$ cat config.mk
export PLATFORM = sky130hd
export DESIGN_NAME = hazard_stall_ctrl
export DESIGN_NICKNAME = d
export VERILOG_FILES = /design/src/rtl/hazard_stall_ctrl.sv
export SDC_FILE = /design/constraint.sdc
export NUM_CORES = 1
export LEC_CHECK = 0
export BUFFER_PORTS_ARGS = -buffer_cell sky130_fd_sc_hd__clkbuf_2
export CORE_MARGIN = 10
export CORE_UTILIZATION = 51
export DETAILED_ROUTE_END_ITERATION = 12
export GPL_TIMING_DRIVEN = 0
export PLACE_DENSITY = 0.91
export RECOVER_POWER = 50
export SLEW_MARGIN = 30
export SYNTH_ARGS = -nofsm -noshare
export SYNTH_HDL_FRONTEND = slang
export SYNTH_SLANG_ARGS = --single-unit
export TNS_END_PERCENT = 10
$ cat constraint.sdc
create_clock -name clk -period 2.6 [get_ports clk]
set_clock_uncertainty 0.1 [all_clocks]
set_input_delay 0.26 -clock clk [delete_from_list [all_inputs] [get_ports clk]]
set_output_delay 0.26 -clock clk [all_outputs]
set_load 0.01 [all_outputs]
$ cat src/rtl/hazard_stall_ctrl.sv
// Hazard detection and stall control for the 5-stage MIPS pipeline.
// Covers load-use, branch-operand and MDU hazards, sequences the MDU, and counts stall cycles.
module hazard_stall_ctrl #(
  parameter int unsigned MDU_LAT = 4,
  parameter int unsigned CNT_W   = 32
) (
  input  logic             clk,
  input  logic             rst,
  input  logic             CE,
  input  logic [4:0]       rs_id,
  input  logic [4:0]       rt_id,
  input  logic             rs_used,
  input  logic             rt_used,
  input  logic             id_branch,
  input  logic             id_hilo_rd,
  input  logic             id_mdu_start,
  input  logic             branch_taken,
  input  logic [4:0]       ex_wreg,
  input  logic             ex_we,
  input  logic             ex_memread,
  input  logic [4:0]       mem_wreg,
  input  logic             mem_memread,
  output logic             PC_shouldstall,
  output logic             ifid_stall,
  output logic             ifid_flush,
  output logic             idex_flush,
  output logic             mdu_busy,
  output logic             mdu_go,
  output logic [CNT_W-1:0] stall_count
);

  typedef enum logic {StIdle, StBusy} state_e;

  localparam logic [3:0] MduLat = 4'(MDU_LAT);
  localparam logic [CNT_W-1:0] CntOne = {{(CNT_W-1){1'b0}}, 1'b1};

  state_e           r_state, w_state_d;
  logic [3:0]       r_cnt, w_cnt_d;
  logic [CNT_W-1:0] r_stall_count, w_stall_count_d;

  logic w_match_ex, w_match_mem;
  logic w_load_use, w_br_dep, w_mdu_hz, w_stall, w_mdu_go;

  assign w_match_ex  = ex_we & (ex_wreg != 5'd0) &
                       ((rs_used & (rs_id == ex_wreg)) | (rt_used & (rt_id == ex_wreg)));
  assign w_match_mem = mem_memread & (mem_wreg != 5'd0) &
                       ((rs_used & (rs_id == mem_wreg)) | (rt_used & (rt_id == mem_wreg)));

  assign w_load_use = ex_memread & w_match_ex;
  assign w_br_dep   = id_branch & (w_match_ex | w_match_mem);
  // A new start is allowed in the final busy cycle (cnt==1) so back-to-back ops never bubble;
  // hi/lo reads must wait until the result is complete.
  assign w_mdu_hz   = (id_hilo_rd & (r_state == StBusy)) | (id_mdu_start & (r_cnt > 4'd1));
  assign w_stall    = w_load_use | w_br_dep | w_mdu_hz;
  assign w_mdu_go   = id_mdu_start & ~w_stall & CE;

  assign PC_shouldstall = w_stall;
  assign ifid_stall     = w_stall;
  assign idex_flush     = w_stall;
  assign ifid_flush     = branch_taken & ~w_stall;
  assign mdu_busy       = (r_state == StBusy);
  assign mdu_go         = w_mdu_go;
  assign stall_count    = r_stall_count;

  always_comb begin
    w_state_d       = r_state;
    w_cnt_d         = r_cnt;
    w_stall_count_d = r_stall_count;

    if (w_mdu_go) begin
      w_cnt_d = MduLat;
    end else if (CE && (r_cnt != 4'd0)) begin
      w_cnt_d = r_cnt - 4'd1;
    end

    unique case (r_state)
      StIdle: if (w_mdu_go) w_state_d = StBusy;
      StBusy: if (!w_mdu_go && CE && (r_cnt == 4'd1)) w_state_d = StIdle;
      default: w_state_d = StIdle;
    endcase

    if (CE && w_stall) begin
      w_stall_count_d = r_stall_count + CntOne;
    end
  end

  always_ff @(posedge clk) begin
    if (rst) begin
      r_state       <= StIdle;
      r_cnt         <= 4'd0;
      r_stall_count <= '0;
    end else begin
      r_state       <= w_state_d;
      r_cnt         <= w_cnt_d;
      r_stall_count <= w_stall_count_d;
    end
  end

endmodule

==> metrics, run 1 <==
net count after synthesis 300; clock latency on the worst-skew pair 290 ps; Seq pwr share 0.417; CP Data Required Time 2670 ps; gp weighted congestion between 0.8 and 0.9; Synth area leaders dfxtp_1 (34%), xnor2_1 (16%), nor2_1 (4.8%), nand2_1 (4.3%), a21oi_1 (3.9%); root buf cell clkbuf_8; wire length per cell 15.6 um; iteration-0 DRC count of the detailed router around 140; setup violators final 0; CP cell instances inv_1 -> ha_1 -> o21ai_0 -> a22o_1 -> a32oi_4 -> clkbuf_1 -> a2111oi_1 -> xnor2_1 -> nor2_1; clock share of power 0.242; Initial Util 0.536; gr usage total 0.159; DP HPWL about 4600 um; r2r setup slk 190 ps; slew margin rel. 0.653; final antenna-violating net count 0; pin count of the biggest net entering global routing 11; DRC Markers 0; Vias/cell around 5.7; achievable frequency ~0.42 GHz; Die Footprint 7280 um2; Core Area ~4100 um2; H-tree depth 2; worst-margin pin slew roughly 500 ps; Crit Path Class reg -> reg; layout cells sized above 1 0.145; Crit path largest cell delay 530 ps; Fin. Hold Viols 0; post-route setup TNS 0 ps; Yosys reg bits 37; Synth cell types 38; endpoint class of the critical path register; FP Rows 23; Seq/Total Area, Yosys 0.341; Worst Slack Setup Final between 150 and 200 ps; multi-input logic area ~1300 um2; Final Core Density 0.645; Post-CTS Hold Buffers 0; MaxCap Viol Count 0; Internal between 1 and 1.5 mW; grt met3 use 0.0526; pwr dens between 500 and 600 nW/um2; vias in the first global route 2,161; yosys warns 0; initial antenna violation count 0; slowest cell on the critical path a2111oi_1; Most Crowded Layer GR met2; die width between 80 and 90 um; syn_area_per_cell approximately 8.2 um2; met2 usage 0.257; total grt overflow 0; post-synth top area share 0.341; Max FO, Critical Path 10; minimum clock period 2410 ps; Fillers 371; Fin Hold WS between 200 and 250 ps; Setup crit start kind register; area grow syn2layout 20.4%; Max Slew Vio Count 0; CTS sink count 37; ys flop type dfxtp_1; net switching power 0.514 mW; Logic pwr share 0.340; EDFF count, synth 0; Sw Share 0.338; most frequent cells in the layout xnor2_1 (40), clkbuf_1 (40), dfxtp_1 (37); CTS max path bufs 2; setup bufs post-CTS 0; outcome finished, final reports clean; period utilization 0.925; first-pass GRT wire length approximately 10000 um; PortBufs a little under 70; Top Ports 70; VDD IR max roughly 460 uV; Leakage between 0.8 and 0.9 nW; Worst EP arrival 2470 ps; Min-Delay Path Class in -> reg; vias post-DR 2,223; biggest area consumer among synthesized cells dfxtp_1; pre-CTS setup slack approximately 28 ps; Register Area between 700 and 800 um2; routed wire length roughly 6000 um; Num CTS Buffers 5; Mapped Area about 2200 um2; GR Util met1 0.187; Cells after Synth around 260; CTS tree built; Ant. Diodes 0; clk slew on worst S/H paths about 70 ps; final net count between 300 and 400; FFs w/ async S/R, synth 0; Die Span Y between 80 and 90 um; DR pass1 iterations 4
-- path summary, 6_finish.rpt --
kind | to | depth (start not counted) | from
hold / removal | stall_count[12]$_SDFFE_PP0P_ | 2 | rst
hold reg to reg | mdu_busy$_SDFF_PP0_ | 2 | mdu_busy$_SDFF_PP0_
setup reg to reg | stall_count[28]$_SDFFE_PP0P_ | 9 | r_cnt[0]$_SDFFE_PP0P_
setup / recovery | stall_count[28]$_SDFFE_PP0P_ | 9 | r_cnt[0]$_SDFFE_PP0P_
-- synthesized netlist by cell type (all sizes together) (2+ instances only) --
library cell,count
nor2b,2
and2,3
nand4,9
nand3,10
and4,2
and3,6
buf,7
xnor2,40
a21oi,17
or4,7
o22ai,2
o21ai,10
or3,9
a211oi,6
inv,9
ha,4
a2111oi,9
dfxtp,37
nand2,25
clkbuf,6
nor2,28
o31ai,5
-- stage by stage --
step	total power [mW]	cells	instance area, um2
floorplan	1.01	264	2170
global placement	1.15	382	2580
detailed placement	1.17	382	2580
CTS	1.54	388	2650
global route	1.63	388	2620
finish	1.52	388	2620
-- sequential cells by signal, indices dropped and copies added (netlist names) --
signal and cells:
mdu_busy 1, stall_count 32, r_cnt 4
-- cell type report --
class | instances | area share
Timing Repair Buffer | 68 | 0.114
Multi-Input combinational cell | 205 | 0.510
Sequential cell | 37 | 0.283
Clock inverter | 1 | 0.00191
Tap cell | 50 | 0.0239
Inverter | 9 | 0.0129
Buffer | 13 | 0.0287
Clock buffer | 5 | 0.0263
-- worst max-delay path, delay by kind of cell, from the launching register on --
kind	cells	cell delay, ps
simple gates	1	60
buf+inv	2	390
flops	1	350
compound gates	4	1010
xor+xnor	1	180
fa+ha+maj	1	210
-- routing by layer --
metal / up-vias / share of wire
met1: 1044 / 0.45
met4: 0 / 0.016
met3: 9 / 0.085
li1: 1090 / -
met5: - / 0
met2: 80 / 0.45
-- power groups by stage --
stage	combinational [mW]	clock (mW)	sequential (mW)
2_1_floorplan	0.365	0	0.647
3_3_place_gp	0.505	0	0.646
3_5_place_dp	0.519	0	0.648
4_1_cts	0.523	0.379	0.635
5_1_grt	0.585	0.403	0.641
6_report	0.518	0.368	0.634
-- cells by family after synthesis --
family	count (synthesis)	share of synthesized area
compound gates	55	0.178
xor+xnor	41	0.165
fa+ha+maj	4	0.0230
buf+inv	22	0.0501
flops	37	0.341
mux	1	0.00460
simple gates	104	0.239
-- timing repair --
item | in CTS | in global routing
gates resized for setup | 0 | 4
endpoints found under the hold margin | 0 | 0
setup endpoints to repair | 0 | 3
(Power assumes the default switching activity.)
==> run 2, diff against run 1 <==
CORE_UTILIZATION = 30   (was 51)
PLACE_DENSITY = 0.63   (was 0.91)
==> run 2 against run 1 <==
  * Register-to-register slack is essentially flat
  * Largest cell class unchanged
  * Final cell count is 12% higher
  * Sequential cell count is the same
  * Maximum frequency is essentially flat
  * Global-route usage fell by 4.3 points
  * Sequential share of layout area decreased by 0.70 points
  * Clock power is 8.7% higher
  * Combinational power hardly changed
  * Non-clock buffer count is the same
==> metrics, run 2 (synthesis results as in run 1) <==
outcome finished, final reports clean; final net count roughly 380; Sw Share 0.346; die width around 110 um; DR top layer met4; period utilization 0.925; RSZ-0062 raised after global routing true; Worst R2R Path Depth 9; Die Span Y 105 um; R2R Path End stall_count[28]$_SDFFE_PP0P_; metal3 WL around 440 um; Setup crit start kind register; hold path depth 2; max reg flops 32; Hold Path Sink stall_count[12]$_SDFFE_PP0P_; DR pass1 iterations 4; MaxCap Viol Count 0; minimum clock period 2400 ps; area grow syn2layout 23.4%; Fin. Hold Viols 0; CP Data Required Time 2660 ps; Die Footprint between 10,000 and 15,000 um2; Min-Delay Path Class in -> reg; PortBufs 68; min-delay src rst; CTS tree built; first-pass GRT wire length ~11,000 um; Max Slew Vio Count 0; Ant. Diodes 0; DRC Markers 0; clk slew on worst S/H paths ~80 ps; Core Area about 6900 um2; wire length per cell ~15 um; worst-margin pin slew just over 500 ps; net switching power 0.537 mW; clock latency on the worst-skew pair 290 ps; Max FO, Critical Path 10; DP HPWL around 5000 um; VDD IR max roughly 230 uV; r2r setup slk between 150 and 200 ps; clock share of power 0.258; CTS sink count 37; Logic pwr share 0.333; pin count of the biggest net entering global routing 12; Top Ports 70; most frequent cells in the layout clkbuf_1 (41), xnor2_1 (40), dfxtp_1 (37); Leakage 0.890 nW; Worst EP arrival roughly 2500 ps; FP Rows 30; iteration-0 DRC count of the detailed router 77; vias post-DR 2,221; routed wire length ~6400 um; H-tree depth 2; Final Core Density 0.389; M1 WL approximately 3200 um; Initial Util 0.315; gr usage total 0.115; met2 routed WL 2710 um; slew margin rel. 0.655; commonest non-fill, non-tap cell in the layout clkbuf_1; CTS max path bufs 2; Num CTS Buffers 5; layout cells sized above 1 0.147; vias in the first global route roughly 2,200; setup violators final 0; Internal a little over 1 mW; achievable frequency 0.416 GHz; Crit Path Class reg -> reg; Critical R2R Launch r_cnt[0]$_SDFFE_PP0P_; initial antenna violation count 0; Power Total approximately 1.6 mW; Seq pwr share 0.409; gp weighted congestion 0.785; total grt overflow 0; final antenna-violating net count 0; endpoint class of the critical path register; root buf cell clkbuf_8; pwr dens between 500 and 600 nW/um2; Vias/cell 5.09
## run 2: cell count changes in the layout (fill, tap and decap cells not counted)
| cell | delta |
|---|---|
| clkinv_2 | +1 |
| clkbuf_1 | +1 |
## run 2: how the worst max path moves through the flow
stage                                from                            to  cells after the start
floorplan                      ex_wreg[1]   stall_count[1]$_SDFFE_PP0P_                      9
global placement               ex_wreg[1]   stall_count[1]$_SDFFE_PP0P_                     10
detailed placement             ex_wreg[1]   stall_count[1]$_SDFFE_PP0P_                     10
CTS                 r_cnt[0]$_SDFFE_PP0P_  stall_count[28]$_SDFFE_PP0P_                      9
global route        r_cnt[0]$_SDFFE_PP0P_  stall_count[28]$_SDFFE_PP0P_                      9
finish              r_cnt[0]$_SDFFE_PP0P_  stall_count[28]$_SDFFE_PP0P_                      9
## run 2: power by group through the flow
| stage | combinational (mW) | clock (mW) | sequential [mW] |
|---|---|---|---|
| 6_report | 0.518 | 0.400 | 0.635 |
| 5_1_grt | 0.584 | 0.432 | 0.641 |
| 4_1_cts | 0.528 | 0.411 | 0.636 |
| 3_5_place_dp | 0.525 | 0 | 0.649 |
| 3_3_place_gp | 0.515 | 0 | 0.647 |
| 2_1_floorplan | 0.365 | 0 | 0.647 |
## run 2: timing repair
| item | 4_1_cts | 5_1_grt |
|---|---|---|
| setup endpoints to repair | 0 | 4 |
| buffers inserted | 0 | 0 |
| hold buffers | 0 | 0 |
| resized for setup | 0 | 4 |
## run 2: through the flow
| step | std cells | hold slack, ps | cell area [um2] | TNS (ps) | setup slack [ps] |
|---|---|---|---|---|---|
| finish | 436 | 231 | 2680 | 0 | 196 |
| global placement | 428 | 368 | 2640 | 0 | 5.50 |
| global route | 436 | 265 | 2680 | -8.05 | -7.71 |
| CTS | 436 | 245 | 2720 | 0 | 109 |
| floorplan | 264 | 378 | 2170 | 0 | 413 |
| detailed placement | 428 | 380 | 2640 | -2.26 | -2.26 |
## run 2: cell type report
cell class,instances,area (um2)
repair buffers,68,298
clock buffers,6,72.6
plain buffers,13,75.1
flip-flops and latches,37,741
well taps,96,120
multi-input cells,205,1330
inverters,9,33.8
clock inverters,2,10.0
fillers,779,4220
## run 2: routing by layer
layer | up-vias | track usage
li1 | 1091 | -
met1 | 1045 | 0.148
met2 | 78 | 0.176
met3 | 7 | 0.0430
met4 | 0 | 0.0314
met5 | - | 0
## run 2: critical path, stage by stage (launching register included)
cell and delay [ps]:
dfxtp_1 360, inv_1 90, ha_1 210, o21ai_0 160, a22o_1 210, a32oi_4 110
clkbuf_1 270, a2111oi_1 540, xnor2_1 170, nor2_1 50
